[src/rtl/ad5791_readback_rx_if.sv]
// ad5791_readback_rx_if: valid/ready channel carrying captured readback words.
interface ad5791_readback_rx_if #(
    parameter int FRAME_BITS = 24
);
    logic [FRAME_BITS-1:0] rd_data;
    logic                  rd_valid;
    logic                  rd_ready;
    modport master (output rd_data, rd_valid, input rd_ready);
    modport slave  (input rd_data, rd_valid, output rd_ready);
endinterface

[src/rtl/ad5791_readback_rx.sv]
// ad5791_readback_rx: oversampled AD5791 SDO readback deserialiser with a one-word valid/ready buffer.
// Optional AD5791_RX_GLITCH_FILTER_EN: 2-sample filter on PMD_clk/PMD_sync, adding one cycle of latency.
module ad5791_readback_rx #(
    parameter int FRAME_BITS  = 24,
    parameter int SYNC_STAGES = 2,
    parameter bit SAMPLE_EDGE = 1'b0
) (
    input  logic                        aclk,
    input  logic                        reset,
    input  logic                        PMD_clk,
    input  logic                        PMD_sync,
    input  logic                        PMD_sdo,
    input  logic                        capture_en,
    ad5791_readback_rx_if.master        rd,
    output logic                        frame_err,
    output logic                        overrun,
    input  logic                        overrun_clr,
    output logic [15:0]                 frame_count
);
    typedef enum logic [1:0] {IDLE, SHIFT, CHECK} state_t;

    localparam logic [5:0] FULL = 6'(FRAME_BITS);
    localparam logic [5:0] SAT  = 6'(FRAME_BITS + 1);

    logic [SYNC_STAGES-1:0] clk_sr, sync_sr, sdo_sr;
    logic clk_f, sync_f, sdo_f;
    logic clk_d, sync_d, sdo_q;
    logic clk_edge, sync_rise, sync_fall;

    state_t                state, state_n;
    logic [5:0]            bit_cnt, bit_cnt_n;
    logic [FRAME_BITS-1:0] shreg, shreg_n, data_n;
    logic                  valid_n, err_n, ovr_n, good, load;
    logic [15:0]           count_n;

    // Bring the DAC pin copies into the aclk domain; SYNC idles high.
    always_ff @(posedge aclk or posedge reset)
        if (reset) begin
            clk_sr  <= '0;
            sync_sr <= '1;
            sdo_sr  <= '0;
        end else begin
            clk_sr  <= {clk_sr[SYNC_STAGES-2:0], PMD_clk};
            sync_sr <= {sync_sr[SYNC_STAGES-2:0], PMD_sync};
            sdo_sr  <= {sdo_sr[SYNC_STAGES-2:0], PMD_sdo};
        end

`ifdef AD5791_RX_GLITCH_FILTER_EN
    logic clk_p, sync_p, clk_h, sync_h, sdo_p;
    assign clk_f  = (clk_sr[SYNC_STAGES-1] == clk_p) ? clk_p : clk_h;
    assign sync_f = (sync_sr[SYNC_STAGES-1] == sync_p) ? sync_p : sync_h;
    assign sdo_f  = sdo_p;
    // A new level is accepted only once two consecutive samples agree; sdo is delayed to stay aligned.
    always_ff @(posedge aclk or posedge reset)
        if (reset) begin
            clk_p  <= 1'b0;
            sync_p <= 1'b1;
            clk_h  <= 1'b0;
            sync_h <= 1'b1;
            sdo_p  <= 1'b0;
        end else begin
            clk_p  <= clk_sr[SYNC_STAGES-1];
            sync_p <= sync_sr[SYNC_STAGES-1];
            clk_h  <= clk_f;
            sync_h <= sync_f;
            sdo_p  <= sdo_sr[SYNC_STAGES-1];
        end
`else
    assign clk_f  = clk_sr[SYNC_STAGES-1];
    assign sync_f = sync_sr[SYNC_STAGES-1];
    assign sdo_f  = sdo_sr[SYNC_STAGES-1];
`endif

    // Edge register plus registered edge pulses; sdo is captured alongside the clock pulse.
    always_ff @(posedge aclk or posedge reset)
        if (reset) begin
            clk_d     <= 1'b0;
            sync_d    <= 1'b1;
            clk_edge  <= 1'b0;
            sync_rise <= 1'b0;
            sync_fall <= 1'b0;
            sdo_q     <= 1'b0;
        end else begin
            clk_d     <= clk_f;
            sync_d    <= sync_f;
            clk_edge  <= SAMPLE_EDGE ? (clk_f & ~clk_d) : (~clk_f & clk_d);
            sync_rise <= sync_f & ~sync_d;
            sync_fall <= ~sync_f & sync_d;
            sdo_q     <= sdo_f;
        end

    // Frame FSM, buffer handshake and status next-state logic.
    always_comb begin
        state_n   = state;
        bit_cnt_n = bit_cnt;
        shreg_n   = shreg;
        good      = (state == CHECK) && (bit_cnt == FULL);
        load      = good && (!rd.rd_valid || rd.rd_ready);
        err_n     = (state == CHECK) && (bit_cnt != FULL);
        data_n    = load ? shreg : rd.rd_data;
        valid_n   = load || (rd.rd_valid && !rd.rd_ready);
        ovr_n     = (good && !load) || (overrun && !overrun_clr);
        count_n   = frame_count + 16'(load);
        case (state)
            IDLE: if (sync_fall && capture_en) begin
                state_n   = SHIFT;
                bit_cnt_n = '0;
                shreg_n   = '0;
            end
            SHIFT: if (sync_rise) begin
                state_n = CHECK;
            end else if (clk_edge) begin
                shreg_n   = {shreg[FRAME_BITS-2:0], sdo_q};
                bit_cnt_n = (bit_cnt == SAT) ? SAT : bit_cnt + 6'd1;
            end
            default: state_n = IDLE;
        endcase
    end

    // State, datapath and output registers.
    always_ff @(posedge aclk or posedge reset)
        if (reset) begin
            state       <= IDLE;
            bit_cnt     <= '0;
            shreg       <= '0;
            rd.rd_data  <= '0;
            rd.rd_valid <= 1'b0;
            frame_err   <= 1'b0;
            overrun     <= 1'b0;
            frame_count <= '0;
        end else begin
            state       <= state_n;
            bit_cnt     <= bit_cnt_n;
            shreg       <= shreg_n;
            rd.rd_data  <= data_n;
            rd.rd_valid <= valid_n;
            frame_err   <= err_n;
            overrun     <= ovr_n;
            frame_count <= count_n;
        end
endmodule

[src/flat_wrapper.sv]
// flat-port wrapper written by rule: the top's interface ports become plain ports
module ad5791_readback_rx_flat 
#(
    parameter int FRAME_BITS  = 24,
    parameter int SYNC_STAGES = 2,
    parameter bit SAMPLE_EDGE = 1'b0
)
  (aclk, reset, PMD_clk, PMD_sync, PMD_sdo, capture_en, frame_err, overrun, overrun_clr, frame_count, rd_rd_data, rd_rd_valid, rd_rd_ready);
  ad5791_readback_rx_if #(.FRAME_BITS(FRAME_BITS)) rd_i ();
  input  logic aclk;
  input  logic reset;
  input  logic PMD_clk;
  input  logic PMD_sync;
  input  logic PMD_sdo;
  input  logic capture_en;
  output logic frame_err;
  output logic overrun;
  input  logic overrun_clr;
  output logic [15:0] frame_count;
  output wire logic [$bits(rd_i.rd_data)-1:0] rd_rd_data;
  output wire logic [$bits(rd_i.rd_valid)-1:0] rd_rd_valid;
  input wire logic [$bits(rd_i.rd_ready)-1:0] rd_rd_ready;
  assign rd_rd_data = rd_i.rd_data;
  assign rd_rd_valid = rd_i.rd_valid;
  assign rd_i.rd_ready = rd_rd_ready;
  ad5791_readback_rx #(.FRAME_BITS(FRAME_BITS), .SYNC_STAGES(SYNC_STAGES), .SAMPLE_EDGE(SAMPLE_EDGE)) u_core (.aclk(aclk), .reset(reset), .PMD_clk(PMD_clk), .PMD_sync(PMD_sync), .PMD_sdo(PMD_sdo), .capture_en(capture_en), .rd(rd_i), .frame_err(frame_err), .overrun(overrun), .overrun_clr(overrun_clr), .frame_count(frame_count));
endmodule
[config.mk]
export PLATFORM = sky130hd
export DESIGN_NAME = ad5791_readback_rx_flat
export DESIGN_NICKNAME = d
export VERILOG_FILES = /design/src/rtl/ad5791_readback_rx_if.sv /design/src/rtl/ad5791_readback_rx.sv /design/src/flat_wrapper.sv
export SDC_FILE = /design/constraint.sdc
export NUM_CORES = 1
export LEC_CHECK = 0
export CAP_MARGIN = 40
export CORE_MARGIN = 5
export CORE_UTILIZATION = 48
export DETAILED_ROUTE_END_ITERATION = 7
export PLACE_DENSITY = 0.75
export SYNTH_ARGS = -nofsm -noshare
export SYNTH_HDL_FRONTEND = slang
export SYNTH_SLANG_ARGS = --single-unit
[constraint.sdc]
create_clock -name aclk -period 2.53 [get_ports aclk]
set_clock_uncertainty 0.2 [all_clocks]
set_input_delay 0.253 -clock aclk [delete_from_list [all_inputs] [get_ports aclk]]
set_output_delay 0.253 -clock aclk [all_outputs]
set_load 0.005 [all_outputs]
==> flow_summary.yaml, run 1 <==
worst_setup_path:
  crit-reg2reg-capture: "u_core.frame_count[10]$_DFF_PP0_"
  slowest_stage: "dfrtp_1"
  reg2reg_slack_ns: 0.13
  path_class: "reg -> reg"
  cp.required_ns: 2.56
  cp-end-kind: "register"
  reg2reg_from: "u_core.bit_cnt[2]$_DFFE_PP0P_"
  cp.buffers_inverters: 1
  worst_path_largest_cell_delay_ns: 0.43
  cp_top_family: "simple AND/OR/NAND/NOR gates"
  cp.arrival_ns: 2.43
  path_max_fanout: 6
  rr_worst_depth: 9
  critPathLaunchType: "register"
  path_cells: "and4bb_1 > nand4b_1 > nand2b_4 > inv_1 > ha_2 > ha_1 > and4_4 > nand3_1 > xnor2_1"
floorplanning:
  die_h_um: 95.0
  core_area_um2: 7140
  die-area_um2: 9020
  die_x_um: 95.0
  num_rows: 31
  io_pins: 51
  start_util: 0.486
run_status:
  status: "finished, final reports clean"
detailed_routing:
  wire_per_inst_um: 14.1
  drc: 0
  totalWireLength_mm: 5.99
  postRouteAntennaNets: 0
  drt-vias-per-instance: 5.00
  drt_first_pass_iters: 4
  via_count: 2129
  drt_iter0_drc: 147
placement:
  gp_congestion: 0.759
  dp_cells: 410
  port_buffers: 50
  pre_cts_slack_ns: 0.0934
  place_hpwl_mm: 3.85
timing:
  fin_tns_setup_ns: 0
  drv_slew: 0
  timing.final.hold_violations: 0
  period_share: 0.948
  relSlewSlack: 0.630
  timing.final.crit_period_ns: 2.40
  finalSetupViolations: 0
  clock.fmax_mhz: 417
  worst_pin_slew_ns: 0.555
  setup_ws_ns: 0.131
  rsz0062_at_grt: "false"
logic_synthesis:
  yosysWarnings: 0
  yosysSeqAreaShare: 0.629
  yosys.area.top_type: "dfrtp_1"
  syn_nets: 280
  yosys.area.top_type_share: 0.606
  synthCells: 267
  synth_edf_count: 0
  postSynthAreaPerCell_um2: 13.0
  netlist_area_um2: 3470
  ys_seq_elements: 87
  yosys-top-cells-area: "dfrtp_1, mux2_4, nand2_1"
  ys_types: 34
  ys.flop_type: "dfrtp_1"
  ys_async_sr_fraction: 1.00
hold_path:
  holdCritStartpoint: "PMD_sync"
  hold_path.class: "in -> reg"
  worstHoldEndpoint: "u_core.sync_sr[0]$_DFF_PP1_"
  hold_depth: 1
power_and_ir_drop:
  ir_drop_mv: 0.327
  p_leak_nw: 2.00
  p_total_mw: 2.60
  p_per_area_nw_per_um2: 610
grt:
  antenna_found_initial: 0
  grt_pass1_wl_mm: 10.3
  grt_max_degree: 88
  grt-ovfl-total: 0
  grt_pass1_vias: 2128
  grt_use_total: 0.149
finish:
  fin_cells: 426
  utilization: 0.598
  fillerInstances: 619
  layout-drive-gt1-share: 0.159
  nets: 335
  multiInputGateArea_um2: 1190
  regArea_um2: 2180
  antenna-diode-count: 0
  syn_to_final_growth_pct: 23.1
clock_tree:
  cts_buffers: 9
  clk_pin_slew_ns: 0.08
  clockRootBuffer: "clkbuf_8"
  htreeDepth: 3
  clock_latency_ns: 0.35
  clkSinkCount: 87
  clockBufferDepth: 2
  postCtsSetupRepairBufs: 0
  cts_tree: "yes"
flow_run:
  cap_violations: 0
## flip-flops by register name (all words and copies together), names as in the netlist
register / flops
u_core.bit_cnt: 6
u_core.frame_count: 16
u_core.frame_err: 1
u_core.clk_sr: 2
u_core.clk_d: 1
u_core.overrun: 1
u_core.sync_rise: 1
u_core.sdo_q: 1
u_core.sync_d: 1
u_core.rd.rd_valid: 1
u_core.sync_fall: 1
u_core.rd.rd_data: 24
u_core.sdo_sr: 2
u_core.state: 2
u_core.sync_sr: 2
u_core.clk_edge: 1
u_core.shreg: 24
## cells by family (layout without fill, tap and decap cells)
kind of cell,Yosys count,in the layout,share of synthesized area
DFF,87,87,0.629
AOI/OAI and AO/OA,36,36,0.0642
xor gates and xnor gates,14,14,0.0354
and+or+nand+nor,83,83,0.122
buffers and inverters,17,77,0.0303
adders and majority gates,5,5,0.0180
muxes,25,25,0.101
## worst max-delay path by stage
stage | startpoint | end | depth (start not counted)
3_3_place_gp | u_core.bit_cnt[2]$_DFFE_PP0P_ | u_core.frame_count[14]$_DFF_PP0_ | 9
2_1_floorplan | u_core.bit_cnt[2]$_DFFE_PP0P_ | u_core.frame_count[10]$_DFF_PP0_ | 11
5_1_grt | u_core.bit_cnt[2]$_DFFE_PP0P_ | u_core.frame_count[10]$_DFF_PP0_ | 9
3_5_place_dp | u_core.bit_cnt[2]$_DFFE_PP0P_ | u_core.frame_count[10]$_DFF_PP0_ | 9
6_report | u_core.bit_cnt[2]$_DFFE_PP0P_ | u_core.frame_count[10]$_DFF_PP0_ | 9
4_1_cts | u_core.bit_cnt[2]$_DFFE_PP0P_ | u_core.frame_count[10]$_DFF_PP0_ | 9
## layer usage
metal	vias up	track usage	wire length, um
met5	-	0	0
met2	47	0.211	2690
met1	1051	0.206	2850
li1	1022	-	-
met3	9	0.0566	354
met4	0	0.0613	103
## cells in the final DEF (no fill, tap or decap), drive strengths merged, types with 2 or more instances in the layout
cell type | netlist | layout
xor2 | 2 | 2
mux2 | 24 | 24
a21o | 2 | 2
clkinvlp | 0 | 2
nand3b | 2 | 2
clkbuf | 8 | 11
a22o | 9 | 9
nand2 | 45 | 45
xnor2 | 12 | 12
nand3 | 11 | 11
nor2b | 5 | 5
dfrtp | 84 | 84
nand2b | 3 | 3
nand4 | 3 | 3
clkinv | 0 | 2
dfstp | 3 | 3
and4 | 2 | 2
a21oi | 3 | 3
buf | 4 | 6
ha | 5 | 5
clkdlybuf4s50 | 0 | 50
o21ai | 20 | 20
nand4b | 2 | 2
and3 | 5 | 5
inv | 5 | 5
## Yosys cell counts, types with 2 or more instances
cell type and instances:
a22o_1 9, xnor2_1 12, ha_1 5, nand2_1 45, mux2_2 5, a21oi_1 3
and4_1 2, o21ai_0 20, dfrtp_1 84, and3_1 5, mux2_4 19, nand3b_1 2
nand4b_1 2, buf_12 2, nand3_1 11, nor2b_1 5, dfstp_2 3, nand2b_1 2
clkbuf_1 8, xor2_1 2, inv_1 5, nand4_1 3, a21o_1 2
## power breakdown
group	total (mW)	switching [mW]	internal [mW]
registers	1.48	0.0416	1.44
clock network	0.960	0.477	0.484
logic	0.166	0.102	0.0644
## area by class of cell
cell class | count | area share
Multi-Input combinational cell | 163 | 0.278
Tap cell | 99 | 0.0290
Clock inverter | 5 | 0.0132
Timing Repair Buffer | 56 | 0.131
Clock buffer | 11 | 0.0331
Inverter | 5 | 0.00528
Sequential cell | 87 | 0.511
## per-stage QoR
stage               area, um^2  hold WS [ns]
detailed placement        4070         0.137
global route              4270        0.0854
floorplan                 3470        0.0575
finish                    4270         0.105
CTS                       4260        0.0881
global placement          4070         0.132
## what timing repair did
item	4_1_cts	5_1_grt
setup endpoints to repair	0	4
gates resized for setup	0	3
hold buffers	0	0
hold endpoints to repair	0	0
(Power assumes the default switching activity.)
==> run 2: changes to the inputs <==
--- a/config.mk
+++ b/config.mk
@@ -7,9 +7,8 @@
 export LEC_CHECK = 0
 export CAP_MARGIN = 40
 export CORE_MARGIN = 5
-export CORE_UTILIZATION = 48
+export CORE_UTILIZATION = 30
 export DETAILED_ROUTE_END_ITERATION = 7
-export PLACE_DENSITY = 0.75
 export SYNTH_ARGS = -nofsm -noshare
 export SYNTH_HDL_FRONTEND = slang
 export SYNTH_SLANG_ARGS = --single-unit
==> flow_summary.yaml, run 2 (synthesis results as in run 1) <==
timing:
  timing.final.crit_period_ns: 2.32
  timing.final.hold_violations: 0
  relSlewSlack: 0.619
  setup_ws_ns: 0.209
  rsz0062_at_grt: "false"
  period_share: 0.917
  drv_slew: 0
  clock.fmax_mhz: 431
  fin_tns_setup_ns: 0
  finalSetupViolations: 0
  worst_pin_slew_ns: 0.571
worst_setup_path:
  path_max_fanout: 6
  crit_cells: 9
  path_class: "reg -> reg"
  rr_worst_depth: 9
  slowest_stage: "dfrtp_1"
  cp.required_ns: 2.55
  path_cells: "and4bb_1 > nand4b_1 > nand2b_4 > inv_1 > ha_1 > ha_1 > and4_2 > nand3_1 > xnor2_1"
  cp.buffers_inverters: 1
  worst_path_largest_cell_delay_ns: 0.43
  cp-end-kind: "register"
  cp.arrival_ns: 2.34
  cp_top_family: "simple AND/OR/NAND/NOR gates"
  path_common_cell: "ha_1"
  critPathLaunchType: "register"
detailed_routing:
  wire_per_inst_um: 13.5
  wl_met1_mm: 2.90
  drt_first_pass_iters: 4
  totalWireLength_mm: 6.39
  wl_met2_mm: 2.85
  top_layer: "met4"
  drt_iter0_drc: 91
  postRouteAntennaNets: 0
  wl_met3_um: 522
  drc: 0
  via_count: 2156
  drt-vias-per-instance: 4.57
clock_tree:
  cts_buffers: 9
  clk_pin_slew_ns: 0.06
  cts_tree: "yes"
  postCtsHoldBufs: 0
  clkSinkCount: 87
  clock_latency_ns: 0.33
  htreeDepth: 3
  clockBufferDepth: 2
  clockRootBuffer: "clkbuf_16"
placement:
  place_hpwl_mm: 4.13
  gp_congestion: 0.803
  dp_cells: 455
  port_buffers: 50
  pre_cts_slack_ns: 0.204
finish:
  antenna-diode-count: 0
  layout-drive-gt1-share: 0.161
  syn_to_final_growth_pct: 28.3
  nets: 337
  final_common_cell: "dfrtp_1"
  largestRegisters: "u_core.rd.rd_data: 24 flops, u_core.shreg: 24 flops, u_core.frame_count: 16 flops"
  layout_common_cells: "dfrtp_1, clkdlybuf4s50_1, nand2_1, o21ai_0, mux2_4"
  fin_cells: 472
power_and_ir_drop:
  p_leak_nw: 2.06
  power_frac_clock: 0.451
  intPower_mw: 2.32
  combPwrFrac: 0.056
  seqPwrFrac: 0.493
  switchingPower_mw: 0.675
  sw_frac_of_total: 0.225
  p_per_area_nw_per_um2: 674
  ir_drop_mv: 0.261
floorplanning:
  die-area_um2: 13800
  num_rows: 39
  die_h_um: 118
  core_area_um2: 11400
  io_pins: 51
  die_x_um: 118
  start_util: 0.305
run_status:
  status: "finished, final reports clean"
hold_path:
  hold_path.class: "in -> reg"
  hold_depth: 1
grt:
  grt_pass1_wl_mm: 11.0
  grt_max_degree: 88
  grt-ovfl-total: 0
  antenna_found_initial: 0
  grt_use_total: 0.0965
  grt_pass1_vias: 2207
flow_run:
  cap_violations: 0
[run 2: cell types whose count changed in the layout (fill, tap and decap cells not counted), moves of 2 or more]
cell       previous run  this run
clkbuf_16             0         9
clkbuf_8             10         2
buf_4                 5         7
clkinv_2              2         0
[run 2: cell type report]
| cell class | count | area (um^2) |
|---|---|---|
| inverter | 5 | 22.5 |
| tap | 143 | 179 |
| clock inverter | 4 | 53.8 |
| fill | 1077 | 6920 |
| clock buffer | 12 | 256 |
| timing repair buffer | 58 | 573 |
| sequential | 87 | 2180 |
| multi-input combinational | 163 | 1180 |
[run 2: what timing repair did]
item,CTS,global route
gates resized for setup,0,1
endpoints found under the setup margin,0,3
setup buffers,0,1
[run 2: worst paths after layout]
check / startpoint / to / slack (ns)
min in group asynchronous: reset / u_core.clk_sr[0]$_DFF_PP0_ / 0.20
setup reg to reg: u_core.bit_cnt[2]$_DFFE_PP0P_ / u_core.frame_count[10]$_DFF_PP0_ / 0.21
setup / recovery: u_core.bit_cnt[2]$_DFFE_PP0P_ / u_core.frame_count[10]$_DFF_PP0_ / 0.21
max in group asynchronous: reset / u_core.sync_sr[1]$_DFF_PP1_ / 1.59
hold reg to reg: u_core.sdo_sr[1]$_DFF_PP0_ / u_core.sdo_q$_DFF_PP0_ / 0.15
hold / removal: PMD_sync / u_core.sync_sr[0]$_DFF_PP1_ / 0.12
[run 2: stage by stage]
stage	util	area, um^2	power, mW	hold WS, ns
floorplan	-	3470	1.61	0.0575
global placement	0.363	4130	1.66	0.133
detailed placement	0.363	4130	1.68	0.136
CTS	0.390	4440	3.04	0.117
global route	0.391	4450	3.14	0.120
finish	0.391	4450	3.00	0.124
[run 2: power groups by stage]
stage          Combinational (mW)  Clock [mW]  Sequential (mW)
2_1_floorplan               0.117           0             1.49
3_3_place_gp                0.162           0             1.50
3_5_place_dp                0.172           0             1.51
4_1_cts                     0.172        1.39             1.48
5_1_grt                     0.197        1.46             1.49
6_report                    0.168        1.35             1.48
[run 2: layer usage]
layer	up-vias	GRT usage
li1	1025	-
met1	1065	0.122
met2	57	0.140
met3	9	0.0490
met4	0	0.0387
met5	-	0
